## config.mk

```make
export PLATFORM = sky130hd
export DESIGN_NAME = tree_dispatch
export DESIGN_NICKNAME = d
export VERILOG_FILES = /design/src/rtl/tree_pkg.sv /design/src/rtl/tree.sv /design/src/rtl/tree_dispatch.sv
export SDC_FILE = /design/constraint.sdc
export NUM_CORES = 1
export LEC_CHECK = 0
export ABC_AREA = 1
export CAP_MARGIN = 40
export CELL_PAD_IN_SITES_DETAIL_PLACEMENT = 0
export CELL_PAD_IN_SITES_GLOBAL_PLACEMENT = 1
export CORE_MARGIN = 2
export CORE_UTILIZATION = 34
export CTS_BUF_LIST = sky130_fd_sc_hd__clkbuf_16
export CTS_CLUSTER_SIZE = 30
export DETAILED_ROUTE_END_ITERATION = 7
export PLACE_DENSITY = 0.9
export RECOVER_POWER = 100
export SLEW_MARGIN = 25
export SYNTH_ARGS = -nofsm -noshare
export SYNTH_HDL_FRONTEND = slang
export SYNTH_SLANG_ARGS = --single-unit
export TNS_END_PERCENT = 20
```

## constraint.sdc

```tcl
create_clock -name clk -period 8.4 [get_ports clk]
set_input_delay 1.26 -clock clk [delete_from_list [all_inputs] [get_ports clk]]
set_output_delay 1.26 -clock clk [all_outputs]
set_load 0.005 [all_outputs]
```

## src/rtl/tree_pkg.sv

```systemverilog
// Shared types and sizes for the priority tree and its interrupt dispatch stage.
package tree_pkg;

    localparam int TreeWidth    = 8;
    localparam int TreeValWidth = 32;
    localparam int TreeIdxWidth = $clog2(TreeWidth);

    typedef logic [TreeValWidth-1:0] TreeVal;
    typedef logic [TreeIdxWidth-1:0] TreeIdx;

    typedef enum logic [1:0] {
        IDLE,
        OFFER,
        ACTIVE
    } TreeState;

endpackage

```

## src/rtl/tree.sv

```systemverilog
// Combinational argmax over TreeWidth values; largest wins, ties go to the higher index.
module tree
    import tree_pkg::*;
(
    input  TreeVal [TreeWidth-1:0] values_i,
    output TreeIdx                 win_idx_o,
    output TreeVal                 win_val_o
);

    localparam int NodeCount = 2 * TreeWidth - 1;

    // Heap layout: node n has children 2n+1 (lower index) and 2n+2 (higher index).
    TreeVal node_val [NodeCount];
    TreeIdx node_idx [NodeCount];

    always_comb begin
        for (int n = 0; n < NodeCount; n++) begin
            node_val[n] = '0;
            node_idx[n] = '0;
        end
        for (int i = 0; i < TreeWidth; i++) begin
            node_val[TreeWidth-1+i] = values_i[i];
            node_idx[TreeWidth-1+i] = TreeIdx'(i);
        end
        // >= so that equal values resolve toward the higher-index subtree.
        for (int n = TreeWidth - 2; n >= 0; n--) begin
            if (node_val[2*n+2] >= node_val[2*n+1]) begin
                node_val[n] = node_val[2*n+2];
                node_idx[n] = node_idx[2*n+2];
            end else begin
                node_val[n] = node_val[2*n+1];
                node_idx[n] = node_idx[2*n+1];
            end
        end
    end

    assign win_idx_o = node_idx[0];
    assign win_val_o = node_val[0];

endmodule

```

## src/rtl/tree_dispatch.sv

```systemverilog
// Interrupt dispatch: latches pending events, picks the winner through the tree and
// offers one interrupt at a time to the core until it reports completion.
module tree_dispatch
    import tree_pkg::*;
(
    input  logic                 clk,
    input  logic                 reset,
    input  logic [TreeWidth-1:0] pend_set,
    input  logic [TreeWidth-1:0] enable,
    input  TreeVal [TreeWidth-1:0] prio,
    input  TreeVal               threshold,
    output logic                 req_valid,
    output TreeIdx               req_id,
    output TreeVal               req_prio,
    input  logic                 req_ready,
    input  logic                 done,
    output logic [TreeWidth-1:0] pending,
    output logic [TreeWidth-1:0] overrun
);

    TreeState             state_q, state_d;
    logic                 req_valid_q, req_valid_d;
    TreeIdx               req_id_q, req_id_d;
    TreeVal               req_prio_q, req_prio_d;
    logic [TreeWidth-1:0] pending_q, pending_d;
    logic [TreeWidth-1:0] overrun_q, overrun_d;

    TreeVal [TreeWidth-1:0] tree_vals;
    TreeIdx               win_idx;
    TreeVal               win_val;
    logic                 qualify;
    logic                 accept;
    logic [TreeWidth-1:0] clr_mask;

    for (genvar gi = 0; gi < TreeWidth; gi++) begin : g_mask
        assign tree_vals[gi] = (pending_q[gi] & enable[gi]) ? prio[gi] : '0;
    end

    tree u_tree (
        .values_i  (tree_vals),
        .win_idx_o (win_idx),
        .win_val_o (win_val)
    );

    assign qualify = (win_val > threshold);

    always_comb begin
        state_d     = state_q;
        req_valid_d = req_valid_q;
        req_id_d    = req_id_q;
        req_prio_d  = req_prio_q;
        accept      = 1'b0;
        unique case (state_q)
            IDLE: begin
                if (qualify) begin
                    req_valid_d = 1'b1;
                    req_id_d    = win_idx;
                    req_prio_d  = win_val;
                    state_d     = OFFER;
                end
            end
            OFFER: begin
                // The offer is committed: nothing but the handshake (or reset) retires it.
                if (req_ready) begin
                    accept      = 1'b1;
                    req_valid_d = 1'b0;
                    state_d     = ACTIVE;
                end
            end
            ACTIVE: begin
                if (done) begin
                    state_d = IDLE;
                end
            end
            default: begin
                state_d     = IDLE;
                req_valid_d = 1'b0;
            end
        endcase
    end

    always_comb begin
        clr_mask = '0;
        if (accept) begin
            clr_mask[req_id_q] = 1'b1;
        end
    end

    // A new event on the source being accepted re-queues it rather than counting as overrun.
    assign pending_d = (pending_q & ~clr_mask) | pend_set;
    assign overrun_d = overrun_q | (pend_set & pending_q & ~clr_mask);

    always_ff @(posedge clk) begin
        if (reset) begin
            state_q     <= IDLE;
            req_valid_q <= 1'b0;
            req_id_q    <= '0;
            req_prio_q  <= '0;
            pending_q   <= '0;
            overrun_q   <= '0;
        end else begin
            state_q     <= state_d;
            req_valid_q <= req_valid_d;
            req_id_q    <= req_id_d;
            req_prio_q  <= req_prio_d;
            pending_q   <= pending_d;
            overrun_q   <= overrun_d;
        end
    end

    assign req_valid = req_valid_q;
    assign req_id    = req_id_q;
    assign req_prio  = req_prio_q;
    assign pending   = pending_q;
    assign overrun   = overrun_q;

endmodule
```

==> results.cfg <==
[outcome]
outcome = complete, but fails checks
violations = setup timing

[synth]
yosys.area_share.simple_pct = 42.7
synth_top_cell_by_area = ha_1
synth_top_family_by_area = simple AND/OR/NAND/NOR gates
synth-adder-area-share_pct = 22.1
muxShareOfSynthArea_pct = 0
synth_compound_area_share_pct = 8.28
synth-seq-area-share_pct = 7.47
syn-cell-area_um2 = 14500
synth-seq-cells = 54
synth_cells = 2640
synth_xor_area_share_pct = 0
synth.distinct_cells = 37
avgSynthCellArea_um2 = 5.48
ys.warnings.count = 0
synth_top_area_share_pct = 22.1
syn_nets = 3204
synthTopCellsByArea = ha_1 22%, nand2_1 18%, inv_1 15%

[die]
ioPinCount = 360
die_w_um = 210
initial_core_util_pct = 34.5
rows = 75
dieArea_um2 = 44200
die_h_um = 210
core_area_um2 = 41900

[cells_and_area]
diodes = 0
final_util_pct = 56.2
drive_above_1_share_pct = 21.2
num-nets-final = 4043
area_growth_pct = 63.0

[power]
ir_drop_mv = 0.231
power_w = 0.00557
cellPowerDensity_nw_per_um2 = 236
p_leak_nw = 14.0

[critical_path]
cp-end-kind = flip-flop
cp_common_cell = nand2_1
slowest_delay_ns = 0.46
cp_max_fo = 21
rrSetupSlack_ns = 0.82
arrival_ns = 8.76
required_ns = 8.63
ff2ff_path_depth = 49
worst_path_max_delay_cell = clkdlybuf4s50_1
path_class = input port to flip-flop
start_kind = input port
timing.rr.end = req_prio[6]
rr_startpoint = pending[2]

[timing]
drv_slew = 0
setup_tns_ns = -2.40
finClkSkew_ns = 0.0135
maxSlewHeadroom_pct = 51.6
setup_viol = 35
fin_crit_ns = 8.53
worst-slew-pin-transition_ns = 0.726
clock.fmax_mhz = 117
hold_viol_final = 0
finalCritPeriodShare_pct = 102
hold_slack_ns = 0.473
grt_setup_unrepaired = yes
setup_ws_ns = -0.133

[route]
first_pass_iters = 7
drcViolationCount = 0
wirelength_um = 61000
ant_nets = 0
viasPerCell = 4.92
avgRoutedWirePerCell_um = 15.2
drtIter0Drc = 1378
vias = 19800

[clocking]
clockBufferDepth = 2
cts_tree = yes
clock_latency_ns = 0.34
h-tree-depth = 2
hold_buffers = 0
cts_sinks = 54
cts_root_buf = clkbuf_16
cts_buffers = 5
cts.reportedPaths.clkPinSlew_ns = 0.08

[placement]
hpwl_um = 50600
pre_cts_slack_ns = -0.803
gp_congestion = 1.12
port_buffers = 359

[global_route]
met1_usage_pct = 31.9
grt_pass1_wl_um = 93200
antenna_found_initial = 2
grt_overflow = 0
grtUsageMet2_pct = 46.1
grt_pass1_vias = 19400
met3_usage_pct = 4.11
grt_use_total_pct = 26.1
grt_max_degree = 55
grt_busiest_layer = met2

[min_path]
whs_path_depth = 2
min-delay-start = req_valid
min_to = req_valid
min_path_type = flip-flop to flip-flop

[flow_run]
max_cap_viol_count = 0
metal layers:
layer  wire length (µm)  vias to the layer above  share of wire [%]
met5                 12                        -              0.020
met4               2340                        2                3.8
met3               4030                      148                6.6
met2              28900                      728                 47
met1              25700                     8992                 42
li1                   -                     9887                  -
how the worst max path moves through the flow:
stage,startpoint,end
floorplan,enable[5],req_prio[11]
global placement,enable[0],req_prio[28]
detailed placement,enable[0],req_prio[16]
CTS,enable[0],req_prio[5]
global route,enable[2],req_prio[6]
finish,enable[2],req_prio[6]
per-stage QoR:
step                instances  instance area [µm²]
finish                   4019                23600
CTS                      3997                22900
global route             4019                23600
global placement         3987                22600
detailed placement       3987                22600
floorplan                2640                14500
placed cells by master, fill, tap and decap left out, types with 2 or more instances in the layout:
cell type        Yosys  routed
nand2_1            692     680
inv_1              594     592
buf_4               21     511
nand3_1            359     346
clkdlybuf4s50_1      0     303
ha_1               256     253
nor2_1             283     223
a21oi_1            150     146
nor2_2               0      55
dfxtp_1             54      54
dlygate4sd3_1        0      53
nand2_2             26      36
buf_12               0      32
nand3_2             16      28
nand4_1             19      19
o21ai_0             20      16
o21a_1              14      14
clkbuf_16            0      11
o21ai_1              7      10
buf_6               14      10
nand2_4              8       8
a31oi_1              8       8
nor3_2               4       6
nor2_4               1       6
a21o_1               6       6
a21oi_4              4       5
and2_1               5       5
buf_8                0       5
a21oi_2              1       4
inv_6                0       4
nor3_1               5       3
nand3_4              2       3
o211ai_1             3       3
ha_4                 0       3
nor4_2               0       2
nand2_8              0       2
inv_2                3       2
nand3b_1             2       2
dlymetal6s2s_1       0       2
power by group:
part | internal [W] | total (W) | switching [W]
Combinational | 0.00221 | 0.00497 | 0.00277
Sequential | 0.000320 | 0.000356 | 0.0000358
Clock | 0.000113 | 0.000239 | 0.000126
critical path, delay by kind of cell:
family                     cells  cell delay [ns]
and+or+nand+nor               24             2.72
AOI/OAI and AO/OA              8             1.28
adders and majority gates      4             1.19
buffers and inverters         14             2.26
synth_stat cells:
cell	number
nor3_2	4
a21oi_2	1
o21bai_1	1
nand2_4	8
o21a_1	14
nand3b_1	2
nor3_1	5
nor4_1	2
inv_2	3
buf_2	32
nand4_1	19
and2_1	5
dfxtp_1	54
a21oi_1	150
or3_1	1
nand3_4	2
nand3_2	16
a21o_1	6
nor4b_2	1
nand2_2	26
inv_1	594
buf_1	4
o21ai_1	7
buf_4	21
o211ai_1	3
clkbuf_1	20
a31oi_1	8
nor2_1	283
buf_6	14
nand3_1	359
ha_1	256
o21ai_0	20
clkinv_1	1
nor2_4	1
nand2_1	692
a41oi_1	1
a21oi_4	4
registers in the layout (all words and copies together) (netlist names):
signal and cells:
req_id 3, pending 8, req_valid 1, req_prio 32, overrun 8, state_q 2
kinds of logic after synthesis:
logic type	Yosys count
AOI/OAI and AO/OA	215
DFF	54
buffers and inverters	689
and+or+nand+nor	1426
adders and majority gates	256
final cells by class:
cell class | count | area (µm²)
repair buffers | 923 | 8440
fillers | 4116 | 18400
multi-input cells | 1897 | 11000
inverters | 598 | 2270
flip-flops and latches | 54 | 1080
clock buffers | 5 | 125
well taps | 539 | 674
clock inverters | 3 | 22.5
what timing repair did:
action / CTS / global route
buffers inserted: 1 / 15
setup endpoints to repair: 37 / 37
resized for setup: 26 / 120
pin swaps: 9 / 23
gates cloned: 1 / 7
(Power assumes the default switching activity.)
